### src/rtl/chunked_seq_adder.sv
// Multi-cycle ripple-carry adder/subtractor: adds CHUNK bits per clock with a registered
// carry between chunks, behind a start/busy/done handshake.
module chunked_seq_adder #(
   parameter int WIDTH = 8,
   parameter int CHUNK = 2
) (
   input  logic             clk,
   input  logic             rst,
   input  logic             start,
   input  logic [WIDTH-1:0] A,
   input  logic [WIDTH-1:0] B,
   input  logic             sub,
   output logic             busy,
   output logic             done,
   output logic [WIDTH-1:0] S,
   output logic             Co,
   output logic             Ov
);

   localparam int NCHUNK = WIDTH / CHUNK;
   localparam int CW     = (NCHUNK > 1) ? $clog2(NCHUNK) : 1;

   if ((CHUNK < 1) || ((WIDTH % CHUNK) != 0)) begin : g_bad_chunk
      $error("chunked_seq_adder: CHUNK must divide WIDTH");
   end

   typedef enum logic [0:0] {
      IDLE = 1'b0,
      RUN  = 1'b1
   } state_t;

   state_t           state_q, state_d;
   logic [WIDTH-1:0] a_q, a_d;
   logic [WIDTH-1:0] b_q, b_d;
   logic [WIDTH-1:0] res_q, res_d;
   logic             carry_q, carry_d;
   logic [CW-1:0]    cnt_q, cnt_d;
   logic             busy_q, busy_d;
   logic             done_q, done_d;
   logic [WIDTH-1:0] s_q, s_d;
   logic             co_q, co_d;
   logic             ov_q, ov_d;

   logic [CHUNK:0]   add_s;
   logic [WIDTH-1:0] res_next_s;
   logic             last_s;
   logic             msb_cin_s;

   // Chunk adder: operands are shifted right each cycle so the live chunk is always the low bits.
   always_comb begin
      add_s      = {1'b0, a_q[CHUNK-1:0]} + {1'b0, b_q[CHUNK-1:0]} + {{CHUNK{1'b0}}, carry_q};
      res_next_s = (res_q >> CHUNK) | (WIDTH'(add_s[CHUNK-1:0]) << (WIDTH - CHUNK));
      last_s     = (cnt_q == CW'(NCHUNK - 1));
      // On the last chunk the low bits hold the original MSBs, so this recovers carry-into-MSB.
      msb_cin_s  = a_q[CHUNK-1] ^ b_q[CHUNK-1] ^ add_s[CHUNK-1];
   end

   // Next-state and output computation for the IDLE/RUN sequencer.
   always_comb begin
      state_d = state_q;
      a_d     = a_q;
      b_d     = b_q;
      res_d   = res_q;
      carry_d = carry_q;
      cnt_d   = cnt_q;
      busy_d  = busy_q;
      done_d  = 1'b0;
      s_d     = s_q;
      co_d    = co_q;
      ov_d    = ov_q;
      case (state_q)
         IDLE: begin
            if (start) begin
               a_d     = A;
               b_d     = B ^ {WIDTH{sub}};
               carry_d = sub;
               cnt_d   = '0;
               res_d   = '0;
               busy_d  = 1'b1;
               state_d = RUN;
            end else begin
               state_d = IDLE;
            end
         end
         RUN: begin
            a_d     = a_q >> CHUNK;
            b_d     = b_q >> CHUNK;
            res_d   = res_next_s;
            carry_d = add_s[CHUNK];
            if (last_s) begin
               cnt_d   = '0;
               s_d     = res_next_s;
               co_d    = add_s[CHUNK];
               ov_d    = msb_cin_s ^ add_s[CHUNK];
               done_d  = 1'b1;
               busy_d  = 1'b0;
               state_d = IDLE;
            end else begin
               cnt_d   = cnt_q + CW'(1);
               state_d = RUN;
            end
         end
         default: begin
            busy_d  = 1'b0;
            state_d = IDLE;
         end
      endcase
   end

   // State registers with synchronous reset.
   always_ff @(posedge clk) begin
      if (rst) begin
         state_q <= IDLE;
         a_q     <= '0;
         b_q     <= '0;
         res_q   <= '0;
         carry_q <= 1'b0;
         cnt_q   <= '0;
         busy_q  <= 1'b0;
         done_q  <= 1'b0;
         s_q     <= '0;
         co_q    <= 1'b0;
         ov_q    <= 1'b0;
      end else begin
         state_q <= state_d;
         a_q     <= a_d;
         b_q     <= b_d;
         res_q   <= res_d;
         carry_q <= carry_d;
         cnt_q   <= cnt_d;
         busy_q  <= busy_d;
         done_q  <= done_d;
         s_q     <= s_d;
         co_q    <= co_d;
         ov_q    <= ov_d;
      end
   end

   assign busy = busy_q;
   assign done = done_q;
   assign S    = s_q;
   assign Co   = co_q;
   assign Ov   = ov_q;

endmodule
### config.mk
export PLATFORM = sky130hd
export DESIGN_NAME = chunked_seq_adder
export DESIGN_NICKNAME = d
export VERILOG_FILES = /design/src/rtl/chunked_seq_adder.sv
export SDC_FILE = /design/constraint.sdc
export NUM_CORES = 1
export LEC_CHECK = 0
export CAP_MARGIN = 0
export CORE_AREA = 4 4 81 83
export CTS_BUF_LIST = sky130_fd_sc_hd__clkbuf_4
export DETAILED_ROUTE_END_ITERATION = 8
export DIE_AREA = 0 0 85 87
export SYNTH_ARGS = -nofsm -noshare
export SYNTH_HDL_FRONTEND = slang
export SYNTH_SLANG_ARGS = --single-unit
### constraint.sdc
create_clock -name clk -period 3.2 [get_ports clk]
set_input_delay 0.48 -clock clk [delete_from_list [all_inputs] [get_ports clk]]
set_output_delay 0.48 -clock clk [all_outputs]
set_load 0.1 [all_outputs]
=== After elaboration in Yosys (flattened, before gate mapping) ===
Cells that the tools add are included.
Widths: inputs -> output; s select.

* Output and inout port bits: 12
* Input port bits: 20
* Register bits: 40
* Word-level logic and storage cells: 44

* Add/subtract/negate cells: 3
* Reduce and logical (&&, ||, !) cells: 3
* Multiplexer cells: 18
* Equality and inequality tests: 3
* Bitwise operators: 6

{| class="wikitable"
|+ Operator list
! cell !! count
|-
| $pmux 8 s2 || 3
|-
| $mux 8 || 3
|-
| $or 6x8->8 || 1
|-
| $xor 8x8->8 || 1
|-
| $mux 1 || 6
|-
| $pmux 1 s2 || 3
|-
| $mux 2 || 2
|-
| $pmux 2 s2 || 1
|-
| $reduce_and 2->1 || 2
|-
| $add 2x2->3 || 1
|-
| $add 3x1->3 || 1
|-
| $xor 1x1->1 || 3
|-
| $add 2x1->2 const B || 1
|-
| $eq 2x2->1 const B || 1
|-
| $ne 2x1->1 const B || 1
|-
| $ne 2x2->1 const B || 1
|-
| $reduce_or 2->1 || 1
|-
| $not 1->1 || 1
|}

=== Depth between registers and ports, before layout ===
* Word-level depth: 4
* Depth in mapped cells: 6
* Depth with buffers taken out: 6

=== Worst setup path before layout ===
OpenSTA, ideal clock, no wires.

* Path type: reg2reg
* From: register a_q[0]
* To: register ov_q, in the netlist Ov
* Required time: 3.066 ns
* Stages on the path, launching flop included: 7
* Arrival time: 1.735 ns
* Setup time: 0.134 ns
* Slack: 1.331 ns
* Path buffers: 0
* Period minus slack after synthesis: 1.869 ns
* Cells stage by stage: dfxtp_1 inv_1 fa_1 fa_1 xor3_1 nand2_1 a21oi_1

* Word-level cells in the longest chain between the ends: 4

{| class="wikitable"
|+ RTL lines
! element !! RTL line !! RTL
|-
| from (decl) || 33 || <nowiki>logic [WIDTH-1:0] a_q, a_d;</nowiki>
|-
| from (signal assigned) || 114 || <nowiki>a_q <= '0;</nowiki>
|-
| from (signal assigned) || 126 || <nowiki>a_q <= a_d;</nowiki>
|-
| $add 2x2->3 * || 51 || <nowiki>add_s = {1'b0, a_q[CHUNK-1:0]} + {1'b0, b_q[CHUNK-1:0]} + {{CHUNK{1'b0}}, carry_q};</nowiki>
|-
| $add 3x1->3 * || 51 ||
|-
| $xor 1x1->1 || 55 || <nowiki>msb_cin_s = a_q[CHUNK-1] ^ b_q[CHUNK-1] ^ add_s[CHUNK-1];</nowiki>
|-
| $xor 1x1->1 * || 94 || <nowiki>ov_d = msb_cin_s ^ add_s[CHUNK];</nowiki>
|-
| to (signal assigned) || 135 || <nowiki>ov_q <= ov_d;</nowiki>
|-
| to (decl) || 42 || <nowiki>logic ov_q, ov_d;</nowiki>
|}

Mark *: on every way between the ends. The rest lies on a longest branch, timed or not.
A chain may end at the register's enable or synchronous reset.

=== Worst setup path after layout ===
* From: register s_q[4], in the netlist S[4]
* To: output port S[4]

{| class="wikitable"
|+ RTL lines
! element !! RTL line !! RTL
|-
| from (decl) || 40 || <nowiki>logic [WIDTH-1:0] s_q, s_d;</nowiki>
|-
| from (signal assigned) || 121 || <nowiki>s_q <= '0;</nowiki>
|-
| from (signal assigned) || 133 || <nowiki>s_q <= s_d;</nowiki>
|-
| to (decl) || 15 || <nowiki>output logic [WIDTH-1:0] S,</nowiki>
|}

No word-level cell between the ends.

==> metrics.txt <==
net count after synthesis=about 210; Die Y-Extent=87 um; DR DRC count=0; post-cts repair resize count=0; sequential share of the synthesized area=around 45%; placement row count=28; Worst-Skew Late Latency=around 0.33 ns; crit path max fanout=2; hold buffers post-CTS=0; Tcrit/Tclk final=71.19%; Wirelength per Cell=about 11 um; HPWL after detailed placement=2164 um; global-route met1 utilization=11.06%; die footprint=0.007395 mm^2; count leader, synth=dfxtp_1; Final Slew Violations=0; Leakage=0.7778 nW; critical path capture point type=output port; Final Hold Fails=0; crit path DAT=1.80 ns; Crit Path Class=reg -> out; CTS Buf Count=5; Synth area leaders=dfxtp_1 (45%), nor2_1 (6.6%), a21oi_1 (5.6%), mux2i_1 (5.3%), nand2_1 (4.6%); peak supply drop=0.2205 mV; antenna violations before repair=0; drt first pass iters=4; Post-Syn Instances=between 150 and 200; EDFF count, synth=0; Die X=approximately 85 um; Critical Path, Cell by Cell=clkdlybuf4s50_1; ys flop type=dfxtp_1; Max clock buf depth=2; CTS root buffer=clkbuf_4; Mapped Area=between 0.0015 and 0.002 mm^2; syn_area_per_cell=9.239 um^2; Slew @ Worst Pin=between 0.9 and 1 ns; remaining global-route overflow=0; Unique masters post-synth=24; met3 Track Usage GR=2.838%; met2 Use GR=14.27%; area leader, netlist=dfxtp_1; area delta synth->final=20.50%; Peak Freq=439.0 MHz; Startpoint Class=register; yosys warns=0; WP depth=1; Placed Instance Area=roughly 0.0020 mm^2; TNS Setup=0 ns; Final Net Count=235; flops & latches, synth=38; Setup Buffers After CTS=0; CP top delay family=buffers and inverters; clk sinks=38; max-cap viol count=0; Synth async-reset ratio=0%; total track usage=under 10%; vias in the first global route=1,150; Max-slew headroom=a little over a third; skew final=between 0.006 and 0.007 ns; required time of the critical path=2.72 ns; Starting Density=29.21%; Clk pin slew, worst setup/hold paths=0.10 ns; Finished Cell Area=0.002059 mm^2; worst hold margin=0.4596 ns; register area=760.7 um^2; share of layout cells above drive strength 1=around an eighth; FF-to-FF setup slack=1.23 ns; CTS tree=done; Worst path max stage delay=roughly 1.1 ns; gp weighted congestion=0.6699; largest net degree at the start of global routing=30; # fillers=619; Reg2Reg Depth=6; PnR Total Power=0.8918 mW; Most Crowded Layer GR=met2; diodes inserted=0; First DRT Iteration DRCs=between 50 and 60; via count=1,257; final setup violation count=0; RSZ-0062 raised after global routing=false; DR vias/cell=4.395; Synth top cells by count=dfxtp_1 (38), nor2_1 (30), nand2_1 (21); CP max-delay cell=clkdlybuf4s50_1; Yosys top cell area share=44.51%; # IOs=32; final wirelength=3083 um; Pwr Density=433.0 mW/mm^2; Core Area=around 0.006 mm^2; first-pass GRT wire length=about 5200 um; Final ANT Viol Nets=0; PortBufs=31; Min-Delay Path Class=reg -> reg; Hold Crit Depth=2; outcome=finished clean; Max H-tree Level=2; Multi-input gate area=a little over 800 um^2; Crit path buffers/inverters=1; minimum clock period after layout=2.278 ns
-- per-layer routing --
metal | routed length [um] | vias to the layer above | share of wire (%)
li1 | - | 659 | -
met5 | 0 | - | 0
met2 | 1378 | 29 | 45
met3 | 173 | 7 | 5.6
met1 | 1477 | 562 | 48
met4 | 54 | 0 | 1.8
-- area by class of cell --
type                    count  area share, %
multi-input cells         125          39.25
flip-flops and latches     38          36.94
repair buffers             34          15.43
well taps                  75          4.556
clock buffers               7          2.552
inverters                   7          1.276
-- sequential cells by signal (all words and copies together), names as in the netlist --
signal,cells
b_q,8
state_q,1
cnt_q,2
carry_q,1
done,1
S,8
Co,1
Ov,1
busy,1
res_q,6
a_q,8
-- worst paths after layout --
path,startpoint,end
worst min register to register,res_q[2]$_SDFFE_PP0P_,S[0]$_SDFFE_PP0P_
worst min-delay path,res_q[2]$_SDFFE_PP0P_,S[0]$_SDFFE_PP0P_
worst max register to register,a_q[0]$_SDFFE_PP0P_,Ov$_SDFFE_PP0P_
worst max-delay path,S[4]$_SDFFE_PP0P_,S[4]
-- cells by family (layout without fill, tap and decap cells) --
group,Yosys count,in the layout,share of synthesized area (%)
and+or+nand+nor,63,63,16.03
DFF,38,38,44.51
AOI/OAI and AO/OA,34,34,12.74
buffers and inverters,22,48,8.199
muxes,15,15,9.224
xor gates and xnor gates,9,9,5.490
adders and majority gates,4,4,3.807
-- placed cells by master (no fill, tap or decap) --
cell type / n
nor2b_1: 2
buf_4: 9
ha_1: 2
clkbuf_4: 7
or2_2: 1
inv_1: 7
xnor2_1: 8
nand2_1: 21
mux2i_1: 9
a21oi_2: 2
mux2_2: 6
nor3_1: 1
clkdlybuf4s50_1: 25
a21oi_1: 19
and2_1: 1
nor2_1: 30
dfxtp_1: 38
a211o_1: 6
a211oi_1: 7
xor3_1: 1
fa_1: 2
nor3b_1: 7
-- per-stage QoR --
stage | setup WS, ns | std cells | utilization, %
3_3_place_gp | 0.8247 | 279 | 34.30
5_1_grt | 0.8449 | 286 | 35.20
3_5_place_dp | 0.8113 | 279 | 34.30
6_report | 0.9221 | 286 | 35.20
2_1_floorplan | 1.331 | 185 | -
4_1_cts | 0.8934 | 286 | 35.20
-- power by group --
| part | internal [mW] | switching, mW | leakage [nW] | total [mW] |
|---|---|---|---|---|
| combinational | 0.0743 | 0.0688 | 0.435 | 0.143 |
| clock | 0.100 | 0.143 | 0.0322 | 0.243 |
| sequential | 0.493 | 0.0128 | 0.310 | 0.506 |
| total | 0.668 | 0.224 | 0.778 | 0.892 |
No activity file was read; power rests on OpenSTA's default activity.
==> edit 1: new RTL, same settings <==
Register the output `done` once more, with the module's reset; this adds one clock of latency there. The other outputs are not delayed to match.
--- a/src/rtl/chunked_seq_adder.sv
+++ b/src/rtl/chunked_seq_adder.sv
@@ -137,7 +137,13 @@
    end
 
    assign busy = busy_q;
-   assign done = done_q;
+   always_ff @(posedge clk) begin
+      if (rst) begin
+         done <= '0;
+      end else begin
+         done <= done_q;
+      end
+   end
    assign S    = s_q;
    assign Co   = co_q;
    assign Ov   = ov_q;
Behaviour: not the same (Yosys sat finds a counterexample within 10 cycles, from zero or initial values and one cycle with rst high).
==> edit 1 against the original RTL <==
Global-route usage grew 0.22 points; clock skew grew 0.0063 ns; critical path depth is the same; total power grew 1.6%; sequential power grew 3%; area after synthesis grew 1.6%; largest power group unchanged; setup slack lost 0.025 ns; routed wire length grew 3.3%; final area grew 1.2%; sequential cell count grew 1; hold slack lost 0.012 ns; maximum frequency shrank 1.1%.
==> edit 1: results (changes against the original RTL) <==
| Metric | Value |
|---|---|
| Min-delay src | `done_q (was res_q[2])` |
| Synth top cells by count | `39 x dfxtp_1, 30 x nor2_1, 21 x nand2_1, 19 x a21oi_1, 9 x mux2i_1 (was 38 x dfxtp_1, 30 x nor2_1, 21 x nand2_1, 19 x a21oi_1, 9 x mux2i_1)` |
| Multiplexer share of the synthesized area | `0.09078 (was 0.09224)` |
| Wire per inst | `11.02 um (was 10.78 um)` |
| Fin Clk Skew | `0.01240 ns (was 0.006119 ns)` |
| Status | `complete, no violations (unchanged)` |
| Fin nets | `237 (was 235)` |
| CP Launch Point | `Co (was S[4])` |
| LEAKAGE | `0.7888 nW (was 0.7778 nW)` |
| DP HPWL | `2.252 mm (was 2.164 mm)` |
| Layout cells sized above 1 | `0.1168 (was 0.1185)` |
| Count of cell types in the netlist | `25 (was 24)` |
| XOR/XNOR Fraction of Synth Area | `0.05403 (was 0.05490)` |
| Post-synthesis sequential area ratio | `0.4496 (was 0.4451)` |
| Worst vdd rail ir drop | `0.0001362 V (was 0.0002205 V)` |
| Worst slew margin | `0.3553 (was 0.3573)` |
| WHS Path Cells | `1 (was 2)` |
| WHS Endpoint | `done (was S[0])` |
| Vias per cell | `4.343 (was 4.395)` |
| Tot GR Track Use | `0.09152 (was 0.08932)` |
| Routability congestion estimate | `0.6908 (was 0.6699)` |
| Vias in the first global route | `1237 (was 1150)` |
| Top post-synthesis cells by area | `dfxtp_1 45%, nor2_1 6.5%, a21oi_1 5.5% (was dfxtp_1 45%, nor2_1 6.6%, a21oi_1 5.6%)` |
| Compound-Gate Fraction of Synth Area | `0.1254 (was 0.1274)` |
| Reg2Reg Setup Slack | `1.17 ns (was 1.23 ns)` |
| Syn_nets | `211 (was 209)` |
| First-pass GRT wire length | `5.437 mm (was 5.237 mm)` |
| Initial DRC count | `57 (was 58)` |
| Adder-cell share of the synthesized area | `0.03746 (was 0.03807)` |
edit 1: changes by cell type in the layout (fill, tap and decap cells not counted), sizes merged:
cell           before  now
buf                 9   10
clkbuf              7    6
clkdlybuf4s50      25   24
clkinv              0    2
dfxtp              38   39
nor2b               2    3
edit 1: worst register-to-register path, cell delays in order (launching register included):
cell     delay (ns)
dfxtp_1        0.35
inv_1          0.06
fa_1           0.43
fa_1           0.59
xor3_1         0.34
nand2_1        0.08
a21oi_1        0.06
edit 1: cells by family after synthesis:
family,Yosys count
AND/OR/NAND/NOR,64
flip-flops,39
AO/OA/AOI/OAI,34
buffers and inverters,22
multiplexers,15
XOR/XNOR,9
adder cells (fa/ha/maj),4
edit 1: final cells by class:
cell class / count / area (um2) / share of cell area
Multi-Input combinational cell: 126 / 814.5 / 0.3910
Sequential cell: 39 / 780.7 / 0.3748
Timing Repair Buffer: 34 / 315.3 / 0.1514
Tap cell: 75 / 93.84 / 0.04505
Clock buffer: 6 / 45.04 / 0.02162
Inverter: 7 / 26.28 / 0.01261
Clock inverter: 2 / 7.507 / 0.003604
edit 1: how the worst max path moves through the flow:
stage                   to  slack (ns)  depth (start not counted)
global route            Co        0.82                          1
finish                  Co        0.90                          1
floorplan               Ov        1.33                          6
CTS                     Ov        0.87                          1
global placement    b_q[3]        0.86                          5
detailed placement  b_q[5]        0.84                          5
edit 1: power by group:
group	switching (mW)	internal, mW
Clock	0.154	0.0900
Combinational	0.0687	0.0742
Sequential	0.0134	0.506
edit 1: layer usage:
layer,global-route usage,vias to the layer above,routed length (um),share of wire
li1,-,670,-,-
met1,0.1124,557,1555,0.49
met2,0.1434,24,1422,0.45
met3,0.03122,4,153,0.048
met4,0.04460,0,53,0.017
met5,0,-,0,0
edit 1: through the flow:
stage | util | instance area, um2 | total power, mW | cells | setup slack, ns
finish | 0.3561 | 2083 | 0.9057 | 289 | 0.8972
global route | 0.3561 | 2083 | 0.9582 | 289 | 0.8233
CTS | 0.3561 | 2083 | 0.9213 | 289 | 0.8674
detailed placement | 0.3471 | 2031 | 0.6756 | 281 | 0.8362
global placement | 0.3471 | 2031 | 0.6746 | 281 | 0.8581
floorplan | - | 1737 | 0.6382 | 187 | 1.331
==> edit 2: new RTL, same flow settings <==
Made on the original files. `WIDTH`: 8 -> 4.
--- a/src/rtl/chunked_seq_adder.sv
+++ b/src/rtl/chunked_seq_adder.sv
@@ -1,7 +1,7 @@
 // Multi-cycle ripple-carry adder/subtractor: adds CHUNK bits per clock with a registered
 // carry between chunks, behind a start/busy/done handshake.
 module chunked_seq_adder #(
-   parameter int WIDTH = 8,
+   parameter int WIDTH = 4,
    parameter int CHUNK = 2
 ) (
    input  logic             clk,
Ports: changed (resized A, B and S); port bits go from 32 to 20. No check against the original RTL was run, so the function may have changed too.
==> edit 2 against the original RTL <==
Sequential cell count is 17 lower; final area is 42% lower; count of clock-buffer cells in the layout is 4 lower; non-clock buffer count is 14 lower; setup slack better by 0.034 ns; sequential share of layout area is 1.5 points lower; total power is 41% lower; synthesized cell count is 45% lower; final cell count is 33% lower; maximum frequency is 1.5% higher; area after synthesis is 45% lower; hold slack worse by 0.00056 ns; routed wire length is 42% lower; critical path type unchanged; largest power group unchanged.
==> edit 2: results (changes against the original RTL) <==
| Metric | Value |
|---|---|
| Status | `complete, no violations (unchanged)` |
| H-tree depth | `1 (was 2)` |
| Fin nets | `134 (was 235)` |
| WP data arrival | `1.76 ns (was 1.80 ns)` |
| Peak per-stage delay on the critical path | `1.13 ns (about the same)` |
| Antenna Cells | `0 (unchanged)` |
| Largest net degree at the start of global routing | `19 (was 30)` |
| Worst vdd rail ir drop | `0.0002708 V (was 0.0002205 V)` |
| Wire per inst | `9.244 um (was 10.78 um)` |
| Synth top cells by count | `21 x dfxtp_1, 15 x nor2_1, 11 x nand2_1, 10 x a21oi_1 (was 38 x dfxtp_1, 30 x nor2_1, 21 x nand2_1, 19 x a21oi_1, 9 x mux2i_1)` |
| Post-synthesis sequential area ratio | `0.4468 (was 0.4451)` |
| Worst slew margin | `0.3453 (was 0.3573)` |
| Initial DRC count | `37 (was 58)` |
| Fin Clk Skew | `0.003357 ns (was 0.006119 ns)` |
| DP HPWL | `1.386 mm (was 2.164 mm)` |
| Crit-path max FO | `1 (was 2)` |
| First-pass iteration count of the detailed router | `3 (was 4)` |
| Syn Area/Cell | `9.225 um2 (was 9.239 um2)` |
| Syn_nets | `117 (was 209)` |
| Vias per cell | `3.472 (was 4.395)` |
| Syn. warnings | `0 (unchanged)` |
| Clk pin slew, worst setup/hold paths | `0.12 ns (was 0.10 ns)` |
| First-pass GRT wire length | `3.229 mm (was 5.237 mm)` |
| Port Buffers | `19 (was 31)` |
| WL final | `1.784 mm (was 3.083 mm)` |
| Total CTS buffers | `3 (was 5)` |
| Top post-synthesis cells by area | `dfxtp_1 45%, nor2_1 6.0%, a211oi_1 5.6% (was dfxtp_1 45%, nor2_1 6.6%, a21oi_1 5.6%)` |
| Later-pin clock latency in the skew report | `0.30 ns (was 0.33 ns)` |
| Vias in the first global route | `659 (was 1150)` |
| Post-synth EDFFs | `0 (unchanged)` |
| LEAKAGE | `0.4499 nW (was 0.7778 nW)` |
| Tot GR Track Use | `0.05375 (was 0.08932)` |
| Routability congestion estimate | `0.6732 (was 0.6699)` |
| Post-synth ARST share | `0 (unchanged)` |
| Placed Cells incl. Taps | `189 (was 279)` |
| Layout cells sized above 1 | `0.1271 (was 0.1185)` |
## edit 2: changes by cell type after synthesis, moves of 5 or more
cell and delta:
dfxtp_1 -17, nand2_1 -10, mux2i_1 -5, nor3b_1 -5, nor2_1 -15, a21oi_1 -9
## edit 2: worst paths after layout
check | cells after the start | endpoint | slack (ns) | startpoint
worst max-delay path | 1 | done | 0.96 | done
worst min-delay path | 2 | b_q[1] | 0.46 | b_q[3]
worst max register to register | 6 | Ov | 1.24 | a_q[0]
worst min register to register | 2 | b_q[1] | 0.46 | b_q[3]
## edit 2: per-layer routing
layer,track usage,part of all wire,vias up
li1,-,-,361
met1,0.07490,0.54,290
met2,0.07698,0.40,17
met3,0.02460,0.052,2
met4,0.008633,0.0067,0
met5,0,0,-
## edit 2: cells by family (layout without fill, tap and decap cells)
kind of cell | Yosys count | in the layout | synth area share
xor gates and xnor gates | 5 | 5 | 0.06249
and+or+nand+nor | 33 | 33 | 0.1529
AOI/OAI and AO/OA | 19 | 19 | 0.1277
buffers and inverters | 15 | 31 | 0.08776
DFF | 21 | 21 | 0.4468
muxes | 6 | 6 | 0.06649
adders and majority gates | 3 | 3 | 0.05585
## edit 2: stage by stage
stage               instance area, um2  setup slack, ns
floorplan                        940.9            1.345
global placement                  1159            1.102
detailed placement                1159            1.098
CTS                               1186           0.9338
global route                      1186           0.9026
finish                            1186           0.9564
## edit 2: layout make-up
type                            count  area, um2
Clock buffer                        3      22.52
Clock inverter                      1      5.005
Fill cell                         654       4664
Inverter                            7      26.28
Multi-Input combinational cell     66      437.9
Sequential cell                    21      420.4
Tap cell                           75      93.84
Timing Repair Buffer               20      180.2
## edit 2: where the power goes
group | internal [mW] | switching, mW | total [mW]
clock | 0.0466 | 0.0796 | 0.126
sequential | 0.277 | 0.0131 | 0.290
combinational | 0.0519 | 0.0604 | 0.112
